`src/rtl/prn_err_window.sv`:
```
// rtl/prn_err_window.sv - per-window sample and error counting with loss-of-sync detection
module prn_err_window #(
  parameter int WIN_LEN     = 64,
  parameter int LOSS_THRESH = 8
) (
  input  logic clk,
  input  logic rst,
  input  logic valid,
  input  logic err,
  input  logic clear,
  output logic loss
);

  localparam int WC_W = $clog2(WIN_LEN + 1);
  localparam int EC_W = $clog2(LOSS_THRESH + 1);
  localparam logic [WC_W-1:0] WIN_LAST  = WC_W'(WIN_LEN - 1);
  localparam logic [EC_W-1:0] LOSS_LAST = EC_W'(LOSS_THRESH - 1);

  logic [WC_W-1:0] win_cnt_q, win_cnt_d;
  logic [EC_W-1:0] win_err_q, win_err_d;

  // The error count never exceeds LOSS_THRESH-1, so equality is enough here
  assign loss = valid && err && (win_err_q == LOSS_LAST);

  always_comb begin
    win_cnt_d = win_cnt_q;
    win_err_d = win_err_q;
    if (clear) begin
      win_cnt_d = '0;
      win_err_d = '0;
    end else if (valid) begin
      if (loss || (win_cnt_q == WIN_LAST)) begin
        win_cnt_d = '0;
        win_err_d = '0;
      end else begin
        win_cnt_d = win_cnt_q + 1'b1;
        win_err_d = win_err_q + EC_W'(err);
      end
    end
  end

  always_ff @(posedge clk) begin
    if (rst) begin
      win_cnt_q <= '0;
      win_err_q <= '0;
    end else begin
      win_cnt_q <= win_cnt_d;
      win_err_q <= win_err_d;
    end
  end

endmodule

```
`config.mk`:
```
export PLATFORM = sky130hd
export DESIGN_NAME = prn_err_window
export DESIGN_NICKNAME = d
export VERILOG_FILES = /design/src/rtl/prn_err_window.sv
export SDC_FILE = /design/constraint.sdc
export NUM_CORES = 1
export LEC_CHECK = 0
export ABC_CLOCK_PERIOD_IN_PS = 1330
export BUFFER_PORTS_ARGS = -buffer_cell sky130_fd_sc_hd__buf_2
export CAP_MARGIN = 20
export CORE_AREA = 2 2 40 42
export CTS_CLUSTER_DIAMETER = 150
export DETAILED_ROUTE_END_ITERATION = 10
export DIE_AREA = 0 0 42 44
export MAX_ROUTING_LAYER = met4
export PLACE_DENSITY_LB_ADDON = 0.08
export SYNTH_ARGS = -nofsm -noshare
export SYNTH_HDL_FRONTEND = slang
export SYNTH_SLANG_ARGS = --single-unit
export TNS_END_PERCENT = 5
```
`constraint.sdc`:
```
create_clock -name clk -period 1.33 [get_ports clk]
set_clock_uncertainty 0.05 [all_clocks]
set_input_delay 0.133 -clock clk [delete_from_list [all_inputs] [get_ports clk]]
set_output_delay 0.133 -clock clk [all_outputs]
set_load 0.02 [all_outputs]
```
Yosys cells after proc, flatten, opt, wreduce, memory -nomap -nowiden
Index checks and enable logic that the tools add are counted.
Widths: inputs -> output; s select.

word-level totals
  register bits after elaboration = 11
  output and inout port bits = 1
  word-level logic and storage cells = 12
  input port bits = 5

cells by class
  add/subtract/negate cells = 2
  eq/ne operators = 2
  mux-type cells = 2
  reductions and logical operators = 4

operators with widths
  operator             number
  $add 7x1->7 const B  1
  $eq 7x6->1 const B   1
  $mux 7               1
  $add 4x1->4          1
  $eq 4x3->1 const B   1
  $mux 4               1
  $logic_and 1x1->1    2
  $reduce_or 2->1      1
  $logic_or 1x1->1     1

Logic depth before layout (Yosys ltp)
  depth after elaboration = 4
  depth in mapped cells = 5

Worst setup path after synthesis
Ideal clock, no wire load.

  path type = register -> register
  start point = register win_cnt_q[0]
  end point = register win_cnt_q[1]
  cell stages (with the launch flop) = 5
  path buffers = 0
  required time = 1.138 ns
  path slack = -0.020 ns
  arrival = 1.158 ns
  path through = dfxtp_1 > ha_1 > nand3_1 > o31ai_4 > nor3_1

between the ends
  word-level cells in the longest chain between the ends = 3
  elaborated cells on any way between the ends = 4
  classes of those cells = add/sub: 1; eq/ne: 1; mux: 1; reduce/logical: 1

ends and longest elaborated chain
  element                                              RTL line  source
  start, declared                                      19        logic [WC_W-1:0] win_cnt_q, win_cnt_d;
  start signal, assigned                               47        win_cnt_q <= win_cnt_d;
  branches (longest 2 deep; another with $add 7x1->7)  --
  $mux 7 (*)                                           32        if (loss || (win_cnt_q == WIN_LAST)) begin

Mark *: on every way between the ends.
A chain may end at the register's enable or synchronous reset.

Worst setup path after layout
  start point = register win_cnt_q[0]
  end point = register win_err_q[1]

between the ends
  word-level cells in the longest chain between the ends = 3

ends and longest elaborated chain
  element               RTL line  source
  $eq 7x6->1            32
  $logic_or 1x1->1      32
  $mux 4                32
  end signal, assigned  48        win_err_q <= win_err_d;
  end, declared         20        logic [EC_W-1:0] win_err_q, win_err_d;

No other way between the ends.

==> report_table.html <==
<table>
<tr><th>Metric</th><th>Value</th></tr>
<tr><th colspan="2">Status</th></tr>
<tr><td>Status</td><td>completed</td></tr>
<tr><th colspan="2">Logic synthesis</th></tr>
<tr><td>Mux share of post-synthesis cell area</td><td>5.65%</td></tr>
<tr><td>Synthesized-area fraction occupied by xor and xnor cells</td><td>8.24%</td></tr>
<tr><td>Post-synthesis register bit count</td><td>11</td></tr>
<tr><td>Count of synthesis-stage warnings from yosys</td><td>0</td></tr>
<tr><td>Compound-Gate Fraction of Synth Area</td><td>11.3%</td></tr>
<tr><td>Fraction of the mapped netlist area in simple logic gates</td><td>25.4%</td></tr>
<tr><td>Average footprint of a synthesized cell</td><td>9.67 um2</td></tr>
<tr><td>Synth unique cells</td><td>21</td></tr>
<tr><td>Main area contributors after synthesis</td><td>sky130_fd_sc_hd__dfxtp_1 41%, sky130_fd_sc_hd__xor2_1 8.2%, sky130_fd_sc_hd__nor3_1 7.5%, sky130_fd_sc_hd__ha_1 7.1%, sky130_fd_sc_hd__mux2i_1 5.6%</td></tr>
<tr><td>Share of synthesized area occupied by flip-flops and latches</td><td>41.4%</td></tr>
<tr><td>Synth top area share</td><td>41.4%</td></tr>
<tr><td>Gate Count Post-Synth</td><td>55</td></tr>
<tr><td>Combinational family with the most area after synthesis</td><td>simple AND/OR/NAND/NOR gates</td></tr>
<tr><td>Net count of the mapped netlist</td><td>63</td></tr>
<tr><td>Synth Area in Adders</td><td>7.06%</td></tr>
<tr><td>Async S/R FF share, synth</td><td>0%</td></tr>
<tr><td>Number of enable flip-flop cells after synthesis</td><td>0</td></tr>
<tr><td>Commonest register cell after synthesis</td><td>sky130_fd_sc_hd__dfxtp_1</td></tr>
<tr><td>Cell type contributing the most total cell area after synthesis</td><td>sky130_fd_sc_hd__dfxtp_1</td></tr>
<tr><td>Netlist area before placement</td><td>532 um2</td></tr>
<tr><th colspan="2">Finish</th></tr>
<tr><td>Multi-input gate area in the final layout</td><td>312 um2</td></tr>
<tr><td>Diodes inserted</td><td>0</td></tr>
<tr><td>Synth-to-Final Area Change</td><td>27.3%</td></tr>
<tr><td>Non-filler instance count after layout</td><td>88</td></tr>
<tr><td>Area used by sequential logic in the layout</td><td>223 um2</td></tr>
<tr><td>Total of fill cells in the finished design</td><td>146</td></tr>
<tr><td>Fin area</td><td>677 um2</td></tr>
<tr><td>Final Core Density</td><td>47.7%</td></tr>
<tr><td>Layout cell share with drive strength beyond 1</td><td>33.3%</td></tr>
<tr><td>Number of nets in the final layout</td><td>81</td></tr>
<tr><th colspan="2">Power</th></tr>
<tr><td>Maximum vdd ir drop</td><td>0.614 mV</td></tr>
<tr><td>Power Dens Cells</td><td>905 mW/mm2</td></tr>
<tr><td>Leakage dissipation</td><td>0.000262 uW</td></tr>
<tr><th colspan="2">Global routing</th></tr>
<tr><td>Wire length of the first global-routing pass</td><td>1950 um</td></tr>
<tr><td>Number of antenna violations at the first check in global routing</td><td>0</td></tr>
<tr><td>Maximum number of pins on one net before global-route repair</td><td>11</td></tr>
<tr><td>Gr ovfl total</td><td>0</td></tr>
<tr><td>Global-route usage over all layers</td><td>14.8%</td></tr>
<tr><td>Via count of the first global-routing pass</td><td>463</td></tr>
<tr><th colspan="2">Timing</th></tr>
<tr><td>Max-slew violation count</td><td>0</td></tr>
<tr><td>Headroom to the max-slew limit</td><td>84.6%</td></tr>
<tr><td>Final Critical Period</td><td>1250 ps</td></tr>
<tr><td>Maximum clock frequency</td><td>0.802 GHz</td></tr>
<tr><td>Portion of the clock cycle consumed by the worst path in the final layout</td><td>93.8%</td></tr>
<tr><td>Worst Max-Slew Pin Slew</td><td>230 ps</td></tr>
<tr><td>Setup repair after global routing missed its margin</td><td>no</td></tr>
<tr><td>Number of endpoints failing setup at the final stage</td><td>0</td></tr>
<tr><td>Fin Setup TNS</td><td>0 ps</td></tr>
<tr><td>Final hold violation count</td><td>0</td></tr>
<tr><th colspan="2">Critical path</th></tr>
<tr><td>Max stage delay on crit path</td><td>340 ps</td></tr>
<tr><td>Maximum fanout encountered on the critical timing path</td><td>10</td></tr>
<tr><td>Critical Path Slowest Stage Cell</td><td>sky130_fd_sc_hd__dfxtp_1</td></tr>
<tr><td>Element type at the critical path start</td><td>flop</td></tr>
<tr><td>CP arrival</td><td>1360 ps</td></tr>
<tr><td>Critical path endpoint category</td><td>flop</td></tr>
<tr><td>Number of cells on the worst reg-to-reg path</td><td>5</td></tr>
<tr><td>Req. time, crit path</td><td>1440 ps</td></tr>
<tr><td>Type of the setup path with the least slack</td><td>reg -&gt; reg</td></tr>
<tr><td>Sequence of cells on the critical path</td><td>ha_1 &gt; nand3_1 &gt; o31ai_4 &gt; buf_6 &gt; nor3_1</td></tr>
<tr><th colspan="2">Detailed routing</th></tr>
<tr><td>Count of antenna-violating nets left after detailed routing</td><td>0</td></tr>
<tr><td>Drt wl/cell</td><td>12.2 um</td></tr>
<tr><td>Total via count in the routed design</td><td>446</td></tr>
<tr><td>Number of iterations in the first detailed-routing pass</td><td>3</td></tr>
<tr><td>Routed vias/inst</td><td>5.07</td></tr>
<tr><td>Post-Route WL</td><td>1070 um</td></tr>
<tr><td>Drc violations</td><td>0</td></tr>
<tr><td>DR iter-0 viols</td><td>2</td></tr>
<tr><th colspan="2">Hold path</th></tr>
<tr><td>Worst hold path stage count</td><td>4</td></tr>
<tr><td>Path category of the worst min-delay check</td><td>in -&gt; reg</td></tr>
<tr><th colspan="2">Clocking</th></tr>
<tr><td>Number of buffers inserted by hold repair at cts</td><td>0</td></tr>
<tr><td>TritonCTS clock tree</td><td>done</td></tr>
<tr><td>Clock sink total</td><td>11</td></tr>
<tr><td>Worst-Skew Late Latency</td><td>270 ps</td></tr>
<tr><td>Clk pin slew, worst setup/hold paths</td><td>70 ps</td></tr>
<tr><td>Maximum count of clock buffers along a single path</td><td>2</td></tr>
<tr><td>TritonCTS buffer count</td><td>3</td></tr>
<tr><td># H-tree levels</td><td>1</td></tr>
<tr><td>Clock root buffer master</td><td>sky130_fd_sc_hd__clkbuf_4</td></tr>
<tr><th colspan="2">Place</th></tr>
<tr><td>Final estimated routing congestion in global placement</td><td>0.663</td></tr>
<tr><td>Hpwl dp</td><td>828 um</td></tr>
<tr><td>Dpl cell area</td><td>632 um2</td></tr>
<tr><td>Number of buffer cells added on primary ports</td><td>5</td></tr>
<tr><td>Total instance count after detailed placement</td><td>83</td></tr>
<tr><th colspan="2">Floorplanning</th></tr>
<tr><td>Standard-cell row count</td><td>14</td></tr>
<tr><td>I/O pin count</td><td>6</td></tr>
<tr><td>Chip height</td><td>44 um</td></tr>
<tr><td>Die Outline Area</td><td>0.00185 mm2</td></tr>
<tr><td>Core outline area</td><td>0.00142 mm2</td></tr>
<tr><td>Die extent in x</td><td>42 um</td></tr>
<tr><td>Initial standard-cell utilization of the core</td><td>37.5%</td></tr>
<tr><th colspan="2">Run</th></tr>
<tr><td>Number of max-cap violations</td><td>0</td></tr>
</table>
path summary, 6_finish.rpt:
check / from / endpoint / slack [ps]
max: win_cnt_q[0] / win_err_q[1] / 80
min reg2reg: win_cnt_q[6] / win_cnt_q[6] / 430
min: rst / win_cnt_q[6] / 90
max reg2reg: win_cnt_q[0] / win_err_q[1] / 80
routing by layer:
metal,vias to the layer above,part of all wire (%),global-route usage (%)
li1,235,-,-
met1,203,45,17.1
met2,6,50,23.8
met3,2,3.0,2.50
met4,0,1.9,9.68
met5,-,0,-
sequential cells by signal, indices dropped and copies added, names as in the netlist:
signal / count
win_cnt_q: 7
win_err_q: 4
metrics by stage:
step	setup slack [ps]	power, uW	hold WS [ps]
floorplan	24.7	366	273
CTS	27.4	625	81.2
global route	11.1	642	102
global placement	73.1	386	374
detailed placement	57.1	386	379
finish	83.1	612	87.8
cells by family (layout without fill, tap and decap cells):
logic type / count (synthesis) / count (layout)
XOR/XNOR: 5 / 5
multiplexers: 3 / 3
AND/OR/NAND/NOR: 25 / 25
flip-flops: 11 / 11
adder cells (fa/ha/maj): 3 / 3
AO/OA/AOI/OAI: 7 / 7
buffers and inverters: 1 / 18
where the power goes:
part / switching, uW / internal, uW / leakage [uW] / total, uW
Sequential: 2.31 / 332 / 0.0000899 / 335
Combinational: 23.3 / 22.4 / 0.000157 / 45.7
Clock: 116 / 116 / 0.0000150 / 232
Total: 142 / 471 / 0.000262 / 612
layout make-up:
cell class | instances | share of cell area [%]
Timing Repair Buffer | 14 | 14.2
Multi-Input combinational cell | 43 | 46.0
Sequential cell | 11 | 32.9
Tap cell | 16 | 2.96
Clock buffer | 4 | 3.88
cell usage after synthesis (2+ instances only):
| master | instances |
|---|---|
| sky130_fd_sc_hd__xor2_1 | 5 |
| sky130_fd_sc_hd__mux2i_1 | 3 |
| sky130_fd_sc_hd__o21ai_0 | 2 |
| sky130_fd_sc_hd__nand2_1 | 4 |
| sky130_fd_sc_hd__dfxtp_1 | 11 |
| sky130_fd_sc_hd__nand3_1 | 3 |
| sky130_fd_sc_hd__ha_1 | 3 |
| sky130_fd_sc_hd__nand4_1 | 3 |
| sky130_fd_sc_hd__nor3_1 | 8 |
| sky130_fd_sc_hd__a21oi_1 | 2 |
worst max-delay path: cells and delay by family (launching register included):
kind	cells	cell delay, ps
buffers and inverters	1	170
and+or+nand+nor	2	200
DFF	1	340
AOI/OAI and AO/OA	1	200
adders and majority gates	1	170
cell usage in the layout (no fill, tap or decap):
master / synthesis / layout
sky130_fd_sc_hd__a211oi_2: 1 / 1
sky130_fd_sc_hd__dfxtp_2: 0 / 2
sky130_fd_sc_hd__buf_6: 0 / 1
sky130_fd_sc_hd__o31ai_4: 1 / 1
sky130_fd_sc_hd__o21ai_0: 2 / 2
sky130_fd_sc_hd__xor2_1: 5 / 5
sky130_fd_sc_hd__mux2i_1: 3 / 3
sky130_fd_sc_hd__nand3_1: 3 / 2
sky130_fd_sc_hd__nor3_1: 8 / 8
sky130_fd_sc_hd__clkbuf_1: 0 / 1
sky130_fd_sc_hd__a21oi_1: 2 / 2
sky130_fd_sc_hd__buf_2: 1 / 5
sky130_fd_sc_hd__o22ai_1: 1 / 1
sky130_fd_sc_hd__dfxtp_1: 11 / 9
sky130_fd_sc_hd__nand3_2: 1 / 2
sky130_fd_sc_hd__buf_4: 0 / 8
sky130_fd_sc_hd__nand4_1: 3 / 3
sky130_fd_sc_hd__nor2_1: 1 / 1
sky130_fd_sc_hd__nand2_1: 4 / 4
sky130_fd_sc_hd__ha_1: 3 / 3
sky130_fd_sc_hd__nor2_2: 1 / 1
sky130_fd_sc_hd__nand3b_1: 1 / 1
sky130_fd_sc_hd__or3_1: 1 / 1
sky130_fd_sc_hd__nand2b_1: 1 / 1
sky130_fd_sc_hd__nor2b_1: 1 / 1
sky130_fd_sc_hd__clkbuf_4: 0 / 3
timing repair:
item	CTS	global route
resized for setup	1	3
pin swaps	0	1
setup endpoints to repair	1	9
buffers inserted	0	1
No activity file was read; power rests on OpenSTA's default activity.
